$ cat config.mk
export PLATFORM = sky130hd
export DESIGN_NAME = fifo_rd_stream_adapter
export DESIGN_NICKNAME = d
export VERILOG_FILES = /design/src/rtl/fifo_pkg.sv /design/src/rtl/fifo_skid_buf2.sv /design/src/rtl/fifo_rd_stream_adapter.sv
export SDC_FILE = /design/constraint.sdc
export NUM_CORES = 1
export LEC_CHECK = 0
export BUFFER_PORTS_ARGS = -buffer_cell sky130_fd_sc_hd__buf_2
export CAP_MARGIN = 0
export CORE_MARGIN = 8
export CORE_UTILIZATION = 49
export CTS_CLUSTER_SIZE = 40
export DETAILED_ROUTE_END_ITERATION = 6
export PLACE_DENSITY = 0.76
export SLEW_MARGIN = 20
export SYNTH_ARGS = -nofsm -noshare
export SYNTH_HDL_FRONTEND = slang
export SYNTH_SLANG_ARGS = --single-unit
export TNS_END_PERCENT = 10
$ cat constraint.sdc
create_clock -name RClk -period 1.8 [get_ports RClk]
set_input_delay 0.09 -clock RClk [delete_from_list [all_inputs] [get_ports RClk]]
set_output_delay 0.09 -clock RClk [all_outputs]
set_load 0.01 [all_outputs]
$ cat src/rtl/fifo_pkg.sv
// Shared definitions for the async FIFO family: occupancy encodings of the
// read-side prefetch buffer and the common data width default.
package fifo_pkg;

   // Default word width, shared with fifo_async_8X256.
   localparam int FIFO_DATA_WIDTH = 8;

   // Occupancy encodings of the 2-entry prefetch buffer.
   localparam logic [1:0] OCC_EMPTY = 2'd0;
   localparam logic [1:0] OCC_ONE   = 2'd1;
   localparam logic [1:0] OCC_TWO   = 2'd2;

endpackage

$ cat src/rtl/fifo_skid_buf2.sv
// Two-entry in-order buffer: a head register that drives the stream plus a
// skid register that absorbs one extra word while the head is stalled.
module fifo_skid_buf2
   import fifo_pkg::*;
#(
   parameter int DATA_WIDTH = FIFO_DATA_WIDTH
) (
   input  logic                  clk,
   input  logic                  rst,
   input  logic                  push,
   input  logic [DATA_WIDTH-1:0] push_data,
   input  logic                  pop,
   output logic [DATA_WIDTH-1:0] head_out,
   output logic [1:0]            occ_out
);

   logic [DATA_WIDTH-1:0] head_q, head_d;
   logic [DATA_WIDTH-1:0] skid_q, skid_d;
   logic [1:0]            occ_q, occ_d;

   // Next-state of the head/skid pair; a pop always removes the head and the
   // skid word (if any) moves forward, so order is preserved.
   always_comb begin
      head_d = head_q;
      skid_d = skid_q;
      occ_d  = occ_q;
      case (occ_q)
         OCC_EMPTY: begin
            if (push) begin
               head_d = push_data;
               occ_d  = OCC_ONE;
            end
         end
         OCC_ONE: begin
            if (push && pop) begin
               head_d = push_data;
            end else if (push) begin
               skid_d = push_data;
               occ_d  = OCC_TWO;
            end else if (pop) begin
               occ_d  = OCC_EMPTY;
            end
         end
         OCC_TWO: begin
            if (pop) begin
               head_d = skid_q;
               if (push) skid_d = push_data;
               else      occ_d  = OCC_ONE;
            end
         end
         default: occ_d = OCC_EMPTY;
      endcase
   end

   // State registers, cleared with the FIFO.
   always_ff @(posedge clk) begin
      if (rst) begin
         head_q <= '0;
         skid_q <= '0;
         occ_q  <= OCC_EMPTY;
      end else begin
         head_q <= head_d;
         skid_q <= skid_d;
         occ_q  <= occ_d;
      end
   end

   assign head_out = head_q;
   assign occ_out  = occ_q;

   // A word arriving into a full buffer with nothing leaving would be lost;
   // the credit logic upstream must make this unreachable.
   no_overflow: assert property (@(posedge clk) disable iff (rst)
      !(push && !pop && occ_q == OCC_TWO));

endmodule

$ cat src/rtl/fifo_rd_stream_adapter.sv
// Read-side drain engine: pops the FIFO against Empty, absorbs its one-cycle
// registered read latency and presents words on a valid/ready stream.
// The word arriving from the FIFO is shown straight on the stream when the
// buffer is empty, so a word is visible the cycle after its pop and a
// continuous Ready_in sees one word per cycle.
module fifo_rd_stream_adapter
   import fifo_pkg::*;
#(
   parameter int DATA_WIDTH = FIFO_DATA_WIDTH,
   parameter int CNT_WIDTH  = 16
) (
   input  logic                  RClk,
   input  logic                  Clear_in,
   input  logic                  Empty_in,
   output logic                  ReadEn_out,
   input  logic [DATA_WIDTH-1:0] Data_in,
   output logic                  Valid_out,
   input  logic                  Ready_in,
   output logic [DATA_WIDTH-1:0] Data_out,
   output logic [CNT_WIDTH-1:0]  Word_Count_out
);

   logic                  inflight_q, inflight_d;
   logic [CNT_WIDTH-1:0]  cnt_q, cnt_d;
   logic [DATA_WIDTH-1:0] head;
   logic [1:0]            occ;
   logic                  buf_valid, bypass, xfer_now, pop;
   logic                  buf_push, buf_pop;
   logic [2:0]            held;

   assign buf_valid = (occ != OCC_EMPTY);
   // Buffer empty but the FIFO word is on Data_in this cycle.
   assign bypass    = ~buf_valid & inflight_q;
   assign Valid_out = buf_valid | inflight_q;
   assign Data_out  = bypass ? Data_in : head;
   assign xfer_now  = Valid_out & Ready_in;

   // Words owed to the stream: buffered plus the one returning from the FIFO.
   assign held       = {1'b0, occ} + {2'b00, inflight_q};
   assign ReadEn_out = ~Clear_in & ~Empty_in & ((held < 3'd2) | xfer_now);
   assign pop        = ReadEn_out & ~Empty_in;

   // A bypassed word that is taken immediately never enters the buffer.
   assign buf_push = inflight_q & ~(bypass & Ready_in);
   assign buf_pop  = buf_valid & Ready_in;

   fifo_skid_buf2 #(.DATA_WIDTH(DATA_WIDTH)) u_buf (
      .clk       (RClk),
      .rst       (Clear_in),
      .push      (buf_push),
      .push_data (Data_in),
      .pop       (buf_pop),
      .head_out  (head),
      .occ_out   (occ)
   );

   // In-flight flag and wrapping transfer counter.
   always_comb begin
      inflight_d = pop;
      cnt_d      = cnt_q + {{(CNT_WIDTH-1){1'b0}}, xfer_now};
   end

   // Clear discards any in-flight word and the count.
   always_ff @(posedge RClk) begin
      if (Clear_in) begin
         inflight_q <= 1'b0;
         cnt_q      <= '0;
      end else begin
         inflight_q <= inflight_d;
         cnt_q      <= cnt_d;
      end
   end

   assign Word_Count_out = cnt_q;

endmodule

==> results of run 1 <==
-- per-stage QoR --
step	util, %	power (mW)	hold WS [ps]
final	61.96	1.613	82.63
after global routing	61.96	1.686	82.51
after CTS	61.86	1.633	78.40
after detailed placement	58.85	1.018	275.6
after global placement	58.85	1.014	274.1
after floorplan	-	0.9541	169.3
-- logic make-up after synthesis --
family,after synthesis
AO/OA/AOI/OAI,24
multiplexers,29
adder cells (fa/ha/maj),2
XOR/XNOR,4
AND/OR/NAND/NOR,81
flip-flops,35
buffers and inverters,17
-- layer usage --
layer  share of wire (%)  vias up
li1                    -      781
met1                  46      668
met2                  48       22
met3                 4.9        5
met4                0.95        0
met5                   0        -
-- worst paths after layout --
check / startpoint / to / slack [ps]
worst max-delay path: inflight_q / Data_out[1] / 80
worst min-delay path: Data_in[3] / u_buf.skid_q[3] / 80
worst max register to register: inflight_q / Word_Count_out[12] / 90
worst min register to register: u_buf.skid_q[6] / u_buf.skid_q[6] / 470
-- flip-flops by register name, summed over array words and instances (netlist names) --
| signal | flops |
|---|---|
| u_buf.skid_q | 8 |
| u_buf.head_out | 8 |
| u_buf.occ_out | 2 |
| Word_Count_out | 16 |
| inflight_q | 1 |
-- area by class of cell --
| type | count | area, um2 | area share [%] |
|---|---|---|---|
| clock buffers | 8 | 100.1 | 4.413 |
| multi-input cells | 140 | 1100 | 48.48 |
| repair buffers | 50 | 297.8 | 13.13 |
| flip-flops and latches | 35 | 700.7 | 30.89 |
| well taps | 48 | 60.06 | 2.648 |
| inverters | 2 | 10.01 | 0.4413 |
-- what timing repair did --
| item | in CTS | in global routing |
|---|---|---|
| endpoints found under the setup margin | 0 | 2 |
| gates resized for setup | 0 | 1 |
| hold buffers | 1 | 0 |
| hold endpoints to repair | 1 | 0 |
-- power breakdown --
part,switching (mW),total [mW],internal [mW]
clock network,0.265,0.614,0.349
logic,0.0974,0.197,0.0996
registers,0.0104,0.802,0.792
-- Yosys cell counts, drive strengths merged (2+ instances only) --
cell type | count | area share, %
nand3 | 5 | 1.3
or3 | 4 | 1.3
buf | 10 | 4.6
inv | 2 | 0.40
ha | 2 | 1.3
nor2 | 11 | 2.2
nor3b | 2 | 1.1
nand2b | 17 | 5.7
xor2 | 2 | 0.94
nand4 | 3 | 1.0
o21ai | 2 | 0.54
nand2 | 5 | 1.0
a211oi | 9 | 5.8
mux2i | 16 | 8.6
nor4 | 13 | 4.4
a21oi | 7 | 1.9
xnor2 | 2 | 0.94
nor2b | 10 | 3.3
mux2 | 13 | 7.8
o31ai | 4 | 1.6
or4 | 4 | 1.6
nor3 | 2 | 0.54
dfxtp | 35 | 37
clkbuf | 5 | 1.0
-- worst min-delay path, delay by kind of cell --
| family | cells | cell delay (ps) |
|---|---|---|
| simple gates | 1 | 60 |
| mux | 1 | 60 |
| buf+inv | 1 | 110 |
==> metrics.md, run 1 <==
| Metric | Value |
|---|---|
| Final setup margin | approximately 80 ps |
| Global-route wire length before repair | around 6800 um |
| Die height | between 70 and 80 um |
| Number of antenna violations at the first check in global routing | 0 |
| I/O Pins | 38 |
| Routed Antenna Nets | 0 |
| Met2 Track Usage GR | between 20 and 25% |
| Avg Inst Size Synth | around 9.7 um2 |
| Seq cells post-synth | 35 |
| Setup CP Type | reg2out |
| Fin cells | 283 |
| Most used cell, CP | buf_4 |
| Post-layout minimum cycle time | around 1700 ps |
| Routed WL per cell | roughly 14 um |
| Input/output buffers | 37 |
| LEAKAGE | ~0.95 nW |
| PwrDens | about 710 nW/um2 |
| CP Buf/Inv Count | 3 |
| Postcts setup bufs | 0 |
| # fillers | between 300 and 400 |
| Run status | finished, final reports clean |
| Maximum fanout along the worst path | 9 |
| Largest family of logic cells by synthesized area | simple AND/OR/NAND/NOR gates |
| First drt pass iteration count | 4 |
| Num Clock Sinks | 35 |
| Final Wtd Congestion | between 0.7 and 0.8 |
| Final Max Tran Viols | 0 |
| Global route total overflow | 0 |
| Post-Synth Adder-Cell Area | under 10% |
| Cell count after synthesis | between 150 and 200 |
| Ratio of cells with drive above 1 in the final layout | 37.02% |
| Post-synthesis mux area share | 16.40% |
| Hold depth | 3 |
| Routing usage on met3 | 4.263% |
| Hold Vio Cnt, Final | 0 |
| Design Area, Final | approximately 2300 um2 |
| Layout area overhead | 21.35% |
| Compound-gate portion of the synthesized area | 10.64% |
| Total clock buffers created by CTS | 5 |
| Final Setup Violations | 0 |
| Post-Route WL | between 3000 and 4000 um |
| DR vias | ~1500 |
| Met1 Use GR | about 15% |
| Die area | a little over 6000 um2 |
| Largest net degree at the start of global routing | 36 |
| Syn. warnings | 0 |
| Clock root cell | clkbuf_8 |
| Stages on worst setup path | 5 |
| Vias in the first global route | 1532 |
| Crit-path slowest cell | dfxtp_1 |
| RSZ-0062 raised after global routing | yes |
| CP startpoint kind | flop |
| Vias per cell | about 5.2 |
| Clock slew seen by the registers of the worst setup and hold paths | ~70 ps |
| Most frequent cells in the layout | 37 x buf_2, 35 x dfxtp_1, 17 x nand2b_1, 16 x mux2i_1, 13 x mux2_2 |
| Total Neg Setup Slack | 0 ps |
| Initial core utilization | 51.06% |
| CTS tree | built |
| CP required | around 1700 ps |
| Post-synthesis simple-gate area fraction | about a quarter |
| Final HPWL DP | slightly below 3000 um |
| Core Area | ~3700 um2 |
| Delay-heaviest family, CP | buffers and inverters |
| DRC Markers | 0 |
| Placed insts | approximately 270 |
| R2R depth | 7 |
| FMAX | 581.4 MHz |
| Peak supply drop | roughly 0.00045 V |
| Pre-CTS setup slack | between 80 and 90 ps |
| Slew headroom | 59.53% |
| Critical path's largest stage delay | 340 ps |
| Syn nets | about 200 |
| DP Area | between 2000 and 2500 um2 |
| Dominant synthesized flop cell | dfxtp_1 |
| Final nets | around 250 |
| Period utilization | a little over nine tenths |
| Chip width | 77.77 um |
| Row count | 22 |
| Measured slew at the worst slew-check pin | around 600 ps |
| Synth unique cells | 35 |
| H-tree depth | 2 |
| Initial drt markers | roughly 100 |
| Synth Cell Area | ~1900 um2 |
| Async SR Flop Fraction | 0% |
| Crit path DAT | 1630 ps |
| XOR/XNOR share of the synthesized area | 1.874% |
| Gr usage total | 13.42% |
| Cell-by-cell trace of the critical path | buf_4 -> nor3b_2 -> buf_4 -> mux2_2 -> buf_2 |
| Most common cell after layout, fill and taps aside | buf_2 |
| Post-synth EDFFs | 0 |
| Worst clock skew | a little under 9 ps |
| Antenna fix cells | 0 |
| Max clock buf depth | 2 |
| Global routing's busiest layer | met2 |
| Max_cap viols | 0 |
| Skew-Pair Late Insertion Delay | approximately 280 ps |
| HP Class | in2reg |
| Crit. End Element | primary output |
| Sequential share of the synthesized area | a little under two fifths |
(Power assumes the default switching activity.)
==> run 2, diff against run 1 <==
Settings changed: REMOVE_ABC_BUFFERS set to 1.
==> run 2 against run 1 <==
  * Routed wire length grew 11%
  * Total power is 3.6% lower
  * Maximum frequency shrank 1.8%
  * Flip-flop and latch count did not move
  * Final cell count increased by 4.6%
  * Sequential share of layout area shrank 1.1 points
  * Via count increased by 9.8%
  * Design area increased by 4.2%
  * Non-clock buffer count is 13 higher
  * Sequential power about the same
  * Critical path depth is 3 higher
  * Global-route usage grew 0.64 points
  * Critical endpoint is now Word_Count_out[4]
  * Largest power group unchanged
  * Highest routed layer unchanged
==> metrics.md, run 2 (synthesized netlist as in run 1, its figures left out) <==
| Metric | Value |
|---|---|
| FMAX | 571.1 MHz (-1.8%) |
| CTS tree | built |
| Measured slew at the worst slew-check pin | 595.0 ps (-12.05 ps) |
| Maximum fanout along the worst path | 3 (-6) |
| Largest net degree at the start of global routing | 33 (-8.3%) |
| Period utilization | 97.27% (+1.7 points) |
| Worst clock skew | 6.145 ps (-2.806 ps) |
| Most common cell after layout, fill and taps aside | buf_2 |
| Skew-Pair Late Insertion Delay | 290 ps (about the same) |
| HP Class | in2reg |
| Int Pwr | 1.169 mW (-5.8%) |
| First drt pass iteration count | 4 (unchanged) |
| CP startpoint kind | flop |
| Chip width | 77.77 um (unchanged) |
| Slew headroom | 60.33% (+0.80 points) |
| I/O Pins | 38 (unchanged) |
| DRC Markers | 0 (unchanged) |
| Row count | 22 (unchanged) |
| Clock share of power | 35.1% (-3.0 points) |
| WHS | 81.91 ps (-0.7240 ps) |
| Final Max Tran Viols | 0 (unchanged) |
| Final HPWL DP | 3008 um (+2.8%) |
| Routed Antenna Nets | 0 (unchanged) |
| Vias in the first global route | 1540 (+0.52%) |
| Initial core utilization | 51.06% (unchanged) |
| Switching Share | 24.87% (+1.8 points) |
| Global route total overflow | 0 (unchanged) |
| DR vias | 1621 (+9.8%) |
| Post-Route WL | 4326 um (+11%) |
| Ratio of cells with drive above 1 in the final layout | 41.94% (+4.9 points) |
| Global-route wire length before repair | 7100 um (+3.9%) |
| Final core utilization | 64.56% (+2.6 points) |
| Most frequent cells in the layout | 37 x buf_2, 32 x dfxtp_1, 23 x buf_4, 17 x nand2b_1, 16 x mux2i_1 |
| Num Clock Sinks | 35 (unchanged) |
| H-tree depth | 2 (unchanged) |
| Placed insts | 286 (+4.4%) |
| Clock slew seen by the registers of the worst setup and hold paths | 70 ps (about the same) |
| Layout area overhead | 26.44% |
| Crit path DAT | 1910 ps (+280 ps) |
| DP Area | 2203 um2 (+2.3%) |
| Fin cells | 296 (+4.6%) |
| Initial drt markers | 121 (+16%) |
| Final Wtd Congestion | 0.8093 (+7.6%) |
| Number of antenna violations at the first check in global routing | 0 (unchanged) |
| Gr usage total | 14.06% (+0.64 points) |
| Total clock buffers created by CTS | 5 (unchanged) |
| Clock root cell | clkbuf_8 |
| Peak supply drop | 0.0004719 V (+4.5%) |
| PwrDens | 658.3 nW/um2 (-7.5%) |
| Hold_sp | Data_in[4] |
| Die area | 6047 um2 (unchanged) |
| Origin of the worst setup path | u_buf.occ_out[1] |
| Sw power | 386.9 uW (+3.8%) |
| FF-to-FF Start | u_buf.occ_out[1] |
| Core Area | 3661 um2 (unchanged) |
| Total Neg Setup Slack | 0 ps (unchanged) |
| Hold Vio Cnt, Final | 0 (unchanged) |
| # fillers | 302 (-8.2%) |
| Die height | 77.77 um (unchanged) |
| Final Setup Violations | 0 (unchanged) |
| Final nets | 261 (+5.2%) |
| Max clock buf depth | 2 (unchanged) |
| CP required | 1960 ps (+250 ps) |
| Gate power share | 13.3% (+1.1 points) |
| Run status | finished, final reports clean |
| Design Area, Final | 2364 um2 (+4.2%) |
| Vias per cell | 5.476 (+5.0%) |
| Antenna fix cells | 0 (unchanged) |
| LEAKAGE | 1.019 nW (+7.5%) |
| Setup CP Type | reg2reg |
| RSZ-0062 raised after global routing | yes |
| Input/output buffers | 37 (unchanged) |
| Crit. End Element | flop |
| Sequential share of power | 51.6% (+1.9 points) |
| Max_cap viols | 0 (unchanged) |
| Routed WL per cell | 14.61 um (+5.7%) |
| Max FFs per register | 16 (unchanged) |
| Post-layout minimum cycle time | 1751 ps (+30.93 ps) |
run 2: final timing paths:
check / endpoint / slack, ps / depth (start not counted)
max reg2reg: Word_Count_out[4] / 50 / 8
min: u_buf.skid_q[4] / 80 / 3
min reg2reg: u_buf.skid_q[4] / 480 / 2
max: Word_Count_out[4] / 50 / 8
run 2: layer usage:
metal | routed length, um | vias up | GRT usage (%)
met5 | 0 | - | 0
met4 | 71 | 0 | 5.660
met3 | 155 | 6 | 4.378
met2 | 2117 | 33 | 22.72
met1 | 1981 | 778 | 16.88
li1 | - | 804 | -
run 2: area by class of cell:
cell class              count  area [um2]  share of cell area [%]
inverters                   2       7.507                  0.3176
repair buffers             63       399.1                   16.89
multi-input cells         140        1111                   47.01
clock inverters             1       5.005                  0.2118
clock buffers               7       76.32                   3.229
well taps                  48       60.06                   2.541
flip-flops and latches     35       704.4                   29.80
run 2: per-stage QoR:
stage	total power, mW	setup slack [ps]
after floorplan	0.9239	-243.7
after global routing	1.630	-22.88
final	1.556	49.10
after CTS	1.556	6.394
after detailed placement	1.016	-50.26
after global placement	1.012	3.190
run 2: worst max-delay path: stages, from the launching register on:
cell     delay [ps]
dfxtp_2         310
or3_1           380
and2_1          160
ha_2            190
ha_4            170
buf_4           140
nand3_2          70
xor2_1          150
nor2_1           60
run 2: power by group through the flow:
stage	clock network [mW]	logic, mW	registers [mW]
floorplan	0	0.103	0.821
global placement	0	0.193	0.818
detailed placement	0	0.197	0.819
CTS	0.554	0.200	0.802
global route	0.602	0.225	0.804
finish	0.547	0.206	0.803
run 2: what timing repair did:
| item | 4_1_cts | 5_1_grt |
|---|---|---|
| pin swaps | 1 | 3 |
| buffers inserted | 0 | 1 |
| hold buffers | 1 | 0 |
| endpoints found under the hold margin | 1 | 0 |
| gates resized for setup | 4 | 12 |
| setup endpoints to repair | 7 | 16 |
